**src/rtl/clock_set_ctrl.sv**
```systemverilog
// clock_set_ctrl: button-driven time-set controller for the digital clock.
// Optional macro SET_TIMEOUT_EN abandons an idle edit after TIMEOUT_TICKS.
module clock_set_ctrl #(
    parameter int TIMEOUT_TICKS = 30
) (
    input  logic       Clk_1sec,
    input  logic       reset,
    input  logic       btn_mode,
    input  logic       btn_inc,
    input  logic       btn_dec,
    input  logic [4:0] cur_hours,
    input  logic [5:0] cur_minutes,
    input  logic [5:0] cur_seconds,
    output logic [4:0] init_hours,
    output logic [5:0] init_minutes,
    output logic [5:0] init_seconds,
    output logic       load,
    output logic       set_active,
    output logic [1:0] field_sel
);

    typedef enum logic [2:0] {
        S_RUN,
        S_SET_H,
        S_SET_M,
        S_SET_S,
        S_COMMIT
    } state_t;

    state_t     r_state;
    logic       r_mode_prev;
    logic       r_inc_prev;
    logic       r_dec_prev;
    logic [4:0] r_hours;
    logic [5:0] r_minutes;
    logic [5:0] r_seconds;
    logic       r_load;
    logic       r_set_active;
    logic [1:0] r_field_sel;

    logic       w_mode_rise;
    logic       w_inc_rise;
    logic       w_dec_rise;
    logic       w_edit_rise;
    logic       w_inc_only;
    logic       w_dec_only;
    logic       w_timeout;
    logic [4:0] w_hours_inc;
    logic [4:0] w_hours_dec;
    logic [5:0] w_minutes_inc;
    logic [5:0] w_minutes_dec;
    logic [5:0] w_seconds_inc;
    logic [5:0] w_seconds_dec;

    assign w_mode_rise = btn_mode & ~r_mode_prev;
    assign w_inc_rise  = btn_inc  & ~r_inc_prev;
    assign w_dec_rise  = btn_dec  & ~r_dec_prev;
    assign w_edit_rise = w_inc_rise | w_dec_rise;
    assign w_inc_only  = w_inc_rise & ~w_dec_rise;
    assign w_dec_only  = w_dec_rise & ~w_inc_rise;

    assign w_hours_inc   = (r_hours == 5'd23) ? 5'd0 : r_hours + 5'd1;
    assign w_hours_dec   = (r_hours == 5'd0) ? 5'd23 : r_hours - 5'd1;
    assign w_minutes_inc = (r_minutes == 6'd59) ? 6'd0 : r_minutes + 6'd1;
    assign w_minutes_dec = (r_minutes == 6'd0) ? 6'd59 : r_minutes - 6'd1;
    assign w_seconds_inc = (r_seconds == 6'd59) ? 6'd0 : r_seconds + 6'd1;
    assign w_seconds_dec = (r_seconds == 6'd0) ? 6'd59 : r_seconds - 6'd1;

    assign init_hours   = r_hours;
    assign init_minutes = r_minutes;
    assign init_seconds = r_seconds;
    assign load         = r_load;
    assign set_active   = r_set_active;
    assign field_sel    = r_field_sel;

`ifdef SET_TIMEOUT_EN
    logic [5:0] r_idle;

    assign w_timeout = (r_idle == 6'(TIMEOUT_TICKS));

    // Idle counter: runs only while editing, any button activity restarts it.
    always_ff @(posedge Clk_1sec) begin
        if (reset) begin
            r_idle <= 6'd0;
        end else if (r_state == S_RUN || r_state == S_COMMIT) begin
            r_idle <= 6'd0;
        end else if (w_mode_rise || w_edit_rise) begin
            r_idle <= 6'd0;
        end else if (!w_timeout) begin
            r_idle <= r_idle + 6'd1;
        end
    end
`else
    logic w_unused_timeout;

    assign w_timeout        = 1'b0;
    assign w_unused_timeout = (TIMEOUT_TICKS == 0);
`endif

    // Button history; loading 1 on reset masks buttons held through reset.
    always_ff @(posedge Clk_1sec) begin
        if (reset) begin
            r_mode_prev <= 1'b1;
            r_inc_prev  <= 1'b1;
            r_dec_prev  <= 1'b1;
        end else begin
            r_mode_prev <= btn_mode;
            r_inc_prev  <= btn_inc;
            r_dec_prev  <= btn_dec;
        end
    end

    // Edit FSM with shadow registers and registered status outputs.
    always_ff @(posedge Clk_1sec) begin
        if (reset) begin
            r_state      <= S_RUN;
            r_hours      <= 5'd0;
            r_minutes    <= 6'd0;
            r_seconds    <= 6'd0;
            r_load       <= 1'b0;
            r_set_active <= 1'b0;
            r_field_sel  <= 2'd0;
        end else begin
            r_load <= 1'b0;
            case (r_state)
                S_RUN: begin
                    if (w_mode_rise) begin
                        r_hours      <= cur_hours;
                        r_minutes    <= cur_minutes;
                        r_seconds    <= cur_seconds;
                        r_state      <= S_SET_H;
                        r_set_active <= 1'b1;
                        r_field_sel  <= 2'd1;
                    end
                end
                S_SET_H: begin
                    if (w_mode_rise) begin
                        r_state     <= S_SET_M;
                        r_field_sel <= 2'd2;
                    end else if (w_edit_rise) begin
                        if (w_inc_only) r_hours <= w_hours_inc;
                        if (w_dec_only) r_hours <= w_hours_dec;
                    end else if (w_timeout) begin
                        r_state      <= S_RUN;
                        r_set_active <= 1'b0;
                        r_field_sel  <= 2'd0;
                    end
                end
                S_SET_M: begin
                    if (w_mode_rise) begin
                        r_state     <= S_SET_S;
                        r_field_sel <= 2'd3;
                    end else if (w_edit_rise) begin
                        if (w_inc_only) r_minutes <= w_minutes_inc;
                        if (w_dec_only) r_minutes <= w_minutes_dec;
                    end else if (w_timeout) begin
                        r_state      <= S_RUN;
                        r_set_active <= 1'b0;
                        r_field_sel  <= 2'd0;
                    end
                end
                S_SET_S: begin
                    if (w_mode_rise) begin
                        r_state      <= S_COMMIT;
                        r_load       <= 1'b1;
                        r_set_active <= 1'b0;
                        r_field_sel  <= 2'd0;
                    end else if (w_edit_rise) begin
                        if (w_inc_only) r_seconds <= w_seconds_inc;
                        if (w_dec_only) r_seconds <= w_seconds_dec;
                    end else if (w_timeout) begin
                        r_state      <= S_RUN;
                        r_set_active <= 1'b0;
                        r_field_sel  <= 2'd0;
                    end
                end
                S_COMMIT: begin
                    r_state <= S_RUN;
                end
                default: begin
                    r_state      <= S_RUN;
                    r_set_active <= 1'b0;
                    r_field_sel  <= 2'd0;
                end
            endcase
        end
    end

endmodule

```
**config.mk**
```make
export PLATFORM = sky130hd
export DESIGN_NAME = clock_set_ctrl
export DESIGN_NICKNAME = d
export VERILOG_FILES = /design/src/rtl/clock_set_ctrl.sv
export SDC_FILE = /design/constraint.sdc
export NUM_CORES = 1
export LEC_CHECK = 0
export CAP_MARGIN = 40
export CORE_ASPECT_RATIO = 0.6
export CORE_MARGIN = 3
export CORE_UTILIZATION = 42
export CTS_CLUSTER_SIZE = 25
export DETAILED_ROUTE_END_ITERATION = 10
export GPL_TIMING_DRIVEN = 1
export PLACE_DENSITY_LB_ADDON = 0.15
export SLEW_MARGIN = 20
export SYNTH_ARGS = -nofsm -noshare
export SYNTH_HDL_FRONTEND = slang
export SYNTH_SLANG_ARGS = --single-unit
```
**constraint.sdc**
```tcl
create_clock -name Clk_1sec -period 3.9 [get_ports Clk_1sec]
set_input_delay 0.585 -clock Clk_1sec [delete_from_list [all_inputs] [get_ports Clk_1sec]]
set_output_delay 0.585 -clock Clk_1sec [all_outputs]
set_load 0.02 [all_outputs]
```
==> results of run 1 <==
==> metal layers <==
metal  GRT usage  vias to the layer above
li1            -                     1119
met1       0.307                     1044
met2       0.280                      111
met3      0.0633                        4
met4      0.0178                        0
met5           0                        -
==> sequential cells by signal (all words and copies together), names as in the netlist <==
name / flops
r_mode_prev: 1
load: 1
set_active: 1
r_state: 3
r_inc_prev: 1
r_dec_prev: 1
init_hours: 5
init_minutes: 6
init_seconds: 6
field_sel: 2
==> cell usage after synthesis, types with 4 or more instances <==
master    instances  area share
a211oi_1          7       0.025
o221ai_1          5       0.021
o211ai_1          4       0.014
a21oi_1          18       0.042
nor3b_1           7       0.025
nor3_1           16       0.038
o21ai_0          21       0.049
inv_1            15       0.026
nand2_1          13       0.023
ha_1             10       0.059
nand2b_1          5       0.015
a31oi_1           6       0.018
dfxtp_1          27        0.25
nor2b_1           4       0.012
o31ai_1           6       0.021
o32ai_1           4       0.016
or2_2             4       0.012
nor2_1           12       0.021
nand3_1          11       0.026
clkbuf_1         16       0.028
xnor2_1           7       0.029
==> per-stage QoR <==
step | hold WS [ns] | instances | instance area [µm²] | worst slack, ns | power (µW)
floorplan | 0.549 | 277 | 2130 | 1.74 | 401
global placement | 0.463 | 365 | 2570 | 1.02 | 461
detailed placement | 0.470 | 365 | 2570 | 0.927 | 461
CTS | 0.485 | 369 | 2620 | 1.23 | 629
global route | 0.519 | 370 | 2630 | 1.12 | 663
finish | 0.476 | 370 | 2630 | 1.27 | 629
==> cell families after synthesis <==
kind of cell             Yosys count
AO/OA/AOI/OAI                     97
XOR/XNOR                           8
adder cells (fa/ha/maj)           10
buffers and inverters             36
flip-flops                        27
multiplexers                       1
AND/OR/NAND/NOR                   98
==> final timing paths <==
path | end | slack, ns | depth (start not counted)
worst max-delay path | init_minutes[5] | 1.27 | 6
worst min-delay path | field_sel[1] | 0.48 | 2
worst max register to register | init_minutes[5] | 1.51 | 5
worst min register to register | field_sel[1] | 0.48 | 2
==> power breakdown <==
group,total [µW],switching [µW],internal (µW)
Clock,171,98.0,72.8
Combinational,149,75.3,74.2
Sequential,309,22.2,287
==> layout make-up <==
| class | instances | area (µm²) |
|---|---|---|
| Fill cell | 468 | 2100 |
| Sequential cell | 27 | 541 |
| Timing Repair Buffer | 46 | 450 |
| Clock inverter | 1 | 7.51 |
| Inverter | 16 | 60.1 |
| Multi-Input combinational cell | 214 | 1450 |
| Clock buffer | 3 | 41.3 |
| Tap cell | 63 | 78.8 |
==> worst max-delay path: stages <==
cell	delay [ns]
clkdlybuf4s50_1	0.51
or4b_1	0.57
or2_0	0.40
buf_4	0.25
a2111oi_2	0.36
a211oi_1	0.11
==> flow_metrics.env, run 1 <==
export IMPL_rows=19
export IMPL_ir_drop_v=0.000125
export IMPL_grt_usage=0.200
export IMPL_io_buffers=42
export IMPL_setup_viol=0
export IMPL_p_per_area_nw_per_um2=240
export IMPL_synth_compound_area_frac=0.318
export IMPL_dieArea_um2=5980
export IMPL_final_common_cell="clkdlybuf4s50_1"
export IMPL_drive_gt1_frac=0.0521
export IMPL_crit_arrival_ns=2.79
export IMPL_critical_path_required_ns=4.06
export IMPL_synthMuxAreaShare=0.00471
export IMPL_initial_utilization=0.450
export IMPL_clock_sinks=27
export IMPL_fin_tns_setup_ns=0
export IMPL_cts_resized=0
export IMPL_grt_pass1_vias=1959
export IMPL_grt_max_degree=27
export IMPL_synth_edff_count=0
export IMPL_startpoint_type="primary input"
export IMPL_synth_xor_xnor_area_share=0.0329
export IMPL_cts_max_level=1
export IMPL_antenna_cells=0
export IMPL_gp_congestion=0.883
export IMPL_io_pins=43
export IMPL_coreArea_um2=4730
export IMPL_cts_tree="done"
export IMPL_grt_ovfl_total=0
export IMPL_path_class="in2reg"
export IMPL_hold_class="reg2reg"
export IMPL_drc=0
export IMPL_numCtsBuffers=3
export IMPL_wl_per_cell_um=16.6
export IMPL_insertion_delay_ns=0.28
export IMPL_drtAntennaViolNets=0
export IMPL_max_cap_viol_count=0
export IMPL_via_count=2278
export IMPL_synth_ff_type="dfxtp_1"
export IMPL_synth_net_count=309
export IMPL_dp_hpwl_mm=4.44
export IMPL_final_cell_mix="42 x clkdlybuf4s50_1, 27 x dfxtp_1, 21 x o21ai_0"
export IMPL_cts_root_buffer="clkbuf_8"
export IMPL_wl_met2_mm=2.42
export IMPL_endpoint_kind="flop"
export IMPL_worstMarginPinSlew_ns=0.794
export IMPL_rr_startpoint="r_state[2]"
export IMPL_grt_pass1_wl_mm=9.72
export IMPL_die_h_um=61.1
export IMPL_rsz0062_at_grt="no"
export IMPL_fin_crit_sh=0.674
export IMPL_holdBufCountCts=0
export IMPL_cts_setup_buffers=0
export IMPL_met1_length_mm=3.13
export IMPL_routed_wl_mm=6.16
export IMPL_yosys_area_share_simple=0.266
export IMPL_async_reset_ff_frac=0
export IMPL_critPathLaunch="btn_mode"
export IMPL_cp_max_fo=9
export IMPL_cts_buffer_depth=2
export IMPL_status="complete, no violations"
export IMPL_die_width_um=97.9
export IMPL_p_leak_uw=0.000851
export IMPL_synthCells=277
export IMPL_met3_length_um=586
export IMPL_hp_start="field_sel[1]"
export IMPL_timing_hold_violations_final=0
export IMPL_drtIter0Drc=144
export IMPL_synth_adder_area_share=0.0588
export IMPL_avgSynthCellArea_um2=7.68
export IMPL_dr_pass1_iters=5
export IMPL_area_delta_synth_final_pct=23.5
export IMPL_fin_nets=340
export IMPL_synth_distinct_cells=60
export IMPL_drt_vias_per_instance=6.16
export IMPL_routed_top_layer="met4"
export IMPL_ys_ff_latch=27
export IMPL_drv_slew=0
export IMPL_clk_pin_slew_ns=0.10
export IMPL_fin_crit_ns=2.63
export IMPL_yosys_warnings=0
export IMPL_relSlewSlack=0.470
export IMPL_seq_area_frac_synth=0.254
export IMPL_synth_top_family_by_area="compound AO/OA/AOI/OAI gates"
export IMPL_fin_util=0.555
export IMPL_syn_area_um2=2130
export IMPL_fin_skew_ns=0.00452
export IMPL_max_freq_mhz=380
export IMPL_antenna_found_initial=0
(Power assumes the default switching activity.)
==> run 2, diff against run 1 <==
==> constraint.sdc (replaced) <==
create_clock -name Clk_1sec -period 2.5 [get_ports Clk_1sec]
set_input_delay 0.375 -clock Clk_1sec [delete_from_list [all_inputs] [get_ports Clk_1sec]]
set_output_delay 0.375 -clock Clk_1sec [all_outputs]
set_load 0.02 [all_outputs]
==> run 2 against run 1 <==
Global-route usage rose by 1.8 points. Sequential share of layout area fell by 0.85 points. Sequential power rose by 55%. Count of clock-buffer cells in the layout did not move.
==> flow_metrics.env, run 2 (same netlist as run 1, synthesis figures left out) <==
export IMPL_cts_root_buffer="clkbuf_8"
export IMPL_wl_per_cell_um=16.7
export IMPL_holdPathStages=2
export IMPL_cp_num_cells=7
export IMPL_holdBufCountCts=0
export IMPL_drc=0
export IMPL_pre_cts_slack_ns=0.0415
export IMPL_gp_congestion=0.905
export IMPL_grt_max_degree=26
export IMPL_grt_ovfl_total=0
export IMPL_grt_pass1_vias=2127
export IMPL_routed_wl_mm=6.42
export IMPL_cts_tree="done"
export IMPL_cp_num_buf_inv=1
export IMPL_timing_hold_violations_final=0
export IMPL_multi_input_area_um2=1450
export IMPL_p_leak_uw=0.000925
export IMPL_max_cap_viol_count=0
export IMPL_relSlewSlack=0.675
export IMPL_fin_skew_ns=0.0110
export IMPL_rows=19
export IMPL_endpoint_kind="flop"
export IMPL_seq_area_um2=541
export IMPL_fin_nets=355
export IMPL_fin_cells=385
export IMPL_cp_slowest_cell="or4b_2"
export IMPL_dr_pass1_iters=4
export IMPL_antenna_found_initial=0
export IMPL_fin_tns_setup_ns=0
export IMPL_initial_utilization=0.450
export IMPL_drtIter0Drc=230
export IMPL_numCtsBuffers=3
export IMPL_insertion_delay_ns=0.29
export IMPL_cts_setup_buffers=0
export IMPL_setup_viol=0
export IMPL_fin_crit_sh=0.875
export IMPL_clock_sinks=27
export IMPL_drtAntennaViolNets=0
export IMPL_antenna_cells=0
export IMPL_cp_top_family="simple AND/OR/NAND/NOR gates"
export IMPL_io_pins=43
export IMPL_fin_crit_ns=2.19
export IMPL_die_h_um=61.1
export IMPL_p_per_area_nw_per_um2=365
export IMPL_ir_drop_v=0.000245
export IMPL_area_delta_synth_final_pct=28.8
export IMPL_via_count=2367
export IMPL_io_buffers=42
export IMPL_placedCellCount=381
export IMPL_startpoint_type="primary input"
export IMPL_hold_class="reg2reg"
export IMPL_grt_pass1_wl_mm=10.7
export IMPL_critical_path_required_ns=2.69
export IMPL_max_freq_mhz=457
export IMPL_worstMarginPinSlew_ns=0.486
export IMPL_grt_usage=0.219
export IMPL_final_common_cell="clkdlybuf4s50_1"
export IMPL_path_class="in2reg"
export IMPL_rsz0062_at_grt="no"
export IMPL_clk_pin_slew_ns=0.11
export IMPL_crit_arrival_ns=2.38
export IMPL_cts_buffer_depth=2
export IMPL_die_width_um=97.9
export IMPL_dieArea_um2=5980
export IMPL_slowest_delay_ns=0.61
export IMPL_drt_vias_per_instance=6.15
export IMPL_cp_max_fo=2
export IMPL_cts_resized=0
export IMPL_drive_gt1_frac=0.0963
export IMPL_fillerInstances=455
export IMPL_rr_worst_depth=5
export IMPL_coreArea_um2=4730
export IMPL_dp_hpwl_mm=4.76
export IMPL_layout_setup_ws_ns=0.313
export IMPL_status="complete, no violations"
export IMPL_cp_cell_sequence="clkdlybuf4s50_1, nor2b_1, ha_1, or4b_2, o221ai_1, nand3b_1, a221oi_1"
export IMPL_cts_max_level=1
export IMPL_drv_slew=0
export IMPL_final_cell_mix="42 x clkdlybuf4s50_1, 27 x dfxtp_1, 21 x o21ai_0"
run 2: cell types whose count changed in the layout (fill, tap and decap cells not counted), sizes merged:
cell / change
buf: +15
run 2: metal layers:
| layer | routed length [µm] | vias up | part of all wire | GRT usage |
|---|---|---|---|---|
| li1 | - | 1148 | - | - |
| met1 | 3370 | 1117 | 0.52 | 0.347 |
| met2 | 2530 | 100 | 0.39 | 0.309 |
| met3 | 510 | 2 | 0.079 | 0.0430 |
| met4 | 11 | 0 | 0.0017 | 0.0237 |
| met5 | 0 | - | 0 | 0 |
run 2: final cells by class:
type                            count  area share
Tap cell                           63      0.0288
Clock buffer                        3      0.0151
Multi-Input combinational cell    214       0.529
Inverter                           16      0.0219
Sequential cell                    27       0.197
Timing Repair Buffer               61       0.206
Clock inverter                      1     0.00274
run 2: where the power goes:
part	internal (µW)	switching, µW	total, µW
clock	114	160	274
combinational	123	124	247
sequential	447	30.9	478
total	684	315	999
run 2: worst paths after layout:
check,from,to,slack [ns]
setup / recovery,btn_dec,init_hours[3],0.31
hold reg to reg,field_sel[1],field_sel[1],0.48
setup reg to reg,r_state[2],init_minutes[5],0.44
hold / removal,field_sel[1],field_sel[1],0.48
run 2: worst reg2reg max path, stage by stage, from the launching register on:
cell      delay, ns
dfxtp_1        0.46
or4b_1         0.60
or2_0          0.34
buf_4          0.22
a211oi_1       0.25
a211oi_1       0.08
run 2: metrics by stage:
stage	utilization	area (µm²)	power (µW)	hold slack, ns
2_1_floorplan	-	2130	625	0.482
3_3_place_gp	0.569	2690	729	0.463
3_5_place_dp	0.569	2690	731	0.467
4_1_cts	0.579	2740	1000	0.483
5_1_grt	0.579	2740	1050	0.525
6_report	0.579	2740	999	0.478
==> run 3, diff against run 2 <==
--- a/config.mk
+++ b/config.mk
@@ -13,6 +13,7 @@
 export DETAILED_ROUTE_END_ITERATION = 10
 export GPL_TIMING_DRIVEN = 1
 export PLACE_DENSITY_LB_ADDON = 0.15
+export RECOVER_POWER = 100
 export SLEW_MARGIN = 20
 export SYNTH_ARGS = -nofsm -noshare
 export SYNTH_HDL_FRONTEND = slang
==> run 3 against run 2 <==
Total power decreased by 0.47%. Cell count unchanged. Critical path depth increased by 2. Wire length increased by 0.22%. Worst setup slack got worse by 0.096 ns. Sequential share of layout area increased by 0.14 points. Largest power group unchanged. Core utilization decreased by 0.40 points. First-iteration DRC count decreased by 16%.
==> flow_metrics.env, run 3 (same netlist as run 1, synthesis figures left out) <==
export IMPL_initial_utilization=0.450
export IMPL_routed_wl_mm=6.43
export IMPL_die_h_um=61.1
export IMPL_antenna_found_initial=0
export IMPL_grt_usage=0.219
export IMPL_grt_pass1_vias=2127
export IMPL_multi_input_area_um2=1450
export IMPL_wl_per_cell_um=16.7
export IMPL_insertion_delay_ns=0.28
export IMPL_die_width_um=97.9
export IMPL_use_met3=0.0430
export IMPL_status="complete, no violations"
export IMPL_holdWs_ns=0.475
export IMPL_antenna_cells=0
export IMPL_drtAntennaViolNets=0
export IMPL_dr_pass1_iters=5
export IMPL_io_pins=43
export IMPL_fin_crit_ns=2.28
export IMPL_io_buffers=42
export IMPL_rows=19
export IMPL_cts_root_buffer="clkbuf_8"
export IMPL_clk_pin_slew_ns=0.11
export IMPL_ir_drop_v=0.000249
export IMPL_setup_viol=0
export IMPL_drive_gt1_frac=0.0807
export IMPL_grt_max_degree=26
export IMPL_rr_worst_depth=5
export IMPL_holdBufCountCts=0
export IMPL_critical_path_required_ns=2.66
export IMPL_coreArea_um2=4730
export IMPL_final_cell_mix="27 x dfxtp_1, 22 x dlygate4sd3_1, 21 x o21ai_0"
export IMPL_cts_buffer_depth=2
export IMPL_grt_pass1_wl_mm=10.7
export IMPL_path_class="in2reg"
export IMPL_fin_tns_setup_ns=0
export IMPL_dieArea_um2=5980
export IMPL_timing_hold_violations_final=0
export IMPL_rsz0062_at_grt="no"
export IMPL_numCtsBuffers=3
export IMPL_via_count=2381
export IMPL_crit_arrival_ns=2.45
export IMPL_drtIter0Drc=193
export IMPL_grt_ovfl_total=0
export IMPL_hold_class="reg2reg"
export IMPL_cts_resized=0
export IMPL_p_per_area_nw_per_um2=366
export IMPL_seq_area_um2=541
export IMPL_area_delta_synth_final_pct=27.9
export IMPL_fin_crit_sh=0.913
export IMPL_clock_sinks=27
export IMPL_final_common_cell="dfxtp_1"
export IMPL_fin_nets=355
export IMPL_cts_max_level=1
export IMPL_max_freq_mhz=438
export IMPL_cts_tree="done"
export IMPL_p_leak_uw=0.000973
export IMPL_holdPathStages=2
export IMPL_dp_hpwl_mm=4.76
export IMPL_cp_max_fo=23
export IMPL_startpoint_type="primary input"
export IMPL_endpoint_kind="flop"
export IMPL_gp_congestion=0.905
export IMPL_cts_setup_buffers=0
export IMPL_drc=0
export IMPL_relSlewSlack=0.202
export IMPL_fillerInstances=458
export IMPL_drt_vias_per_instance=6.18
export IMPL_max_cap_viol_count=0
export IMPL_grt_busiest_layer="met1"
export IMPL_worstMarginPinSlew_ns=1.20
export IMPL_fin_skew_ns=0.00680
export IMPL_drv_slew=0
export IMPL_grtUsageMet2=0.309
export IMPL_gr_usage_met1=0.347
## run 3: cell types whose count changed in the layout (fill, tap and decap cells not counted), sizes merged
cell and delta:
buf -5, clkbuf +5, clkdlybuf4s50 -22, dlygate4sd3 +22
## run 3: metal layers
layer	vias to the layer above	share of wire
met5	-	0
met4	0	0.0028
met3	4	0.074
met2	92	0.40
met1	1139	0.53
li1	1146	-
## run 3: final timing paths
path	startpoint	endpoint	slack (ns)
hold / removal	field_sel[1]	field_sel[1]	0.48
hold reg to reg	field_sel[1]	field_sel[1]	0.48
setup / recovery	btn_dec	init_minutes[5]	0.22
setup reg to reg	r_state[2]	init_seconds[5]	0.38
## run 3: metrics by stage
| stage | std cells | utilization | cell area, µm² | total power [µW] | setup slack (ns) |
|---|---|---|---|---|---|
| after global placement | 381 | 0.569 | 2690 | 729 | 0.0785 |
| after floorplan | 277 | - | 2130 | 625 | 0.549 |
| after CTS | 385 | 0.579 | 2740 | 1000 | 0.337 |
| after detailed placement | 381 | 0.569 | 2690 | 731 | 0.0415 |
| final | 385 | 0.575 | 2720 | 994 | 0.218 |
| after global routing | 385 | 0.575 | 2720 | 1040 | 0.0917 |
## run 3: power by group
part           switching (µW)  total [µW]  internal (µW)
registers                30.3         478            447
clock network             163         276            114
logic                     124         240            116
## run 3: cell type report
| class | count | share of cell area |
|---|---|---|
| clock buffer | 3 | 0.0152 |
| clock inverter | 1 | 0.00276 |
| inverter | 16 | 0.0221 |
| multi-input combinational | 214 | 0.532 |
| sequential | 27 | 0.199 |
| tap | 63 | 0.0290 |
| timing repair buffer | 61 | 0.200 |
## run 3: worst max-delay path, stage by stage
cell and delay [ns]:
clkdlybuf4s50_1 0.41, nor2b_1 0.15, ha_1 0.20, buf_4 0.22, inv_1 0.13, clkbuf_1 0.37
a21oi_1 0.12, a2111oi_2 0.35, a211oi_1 0.13
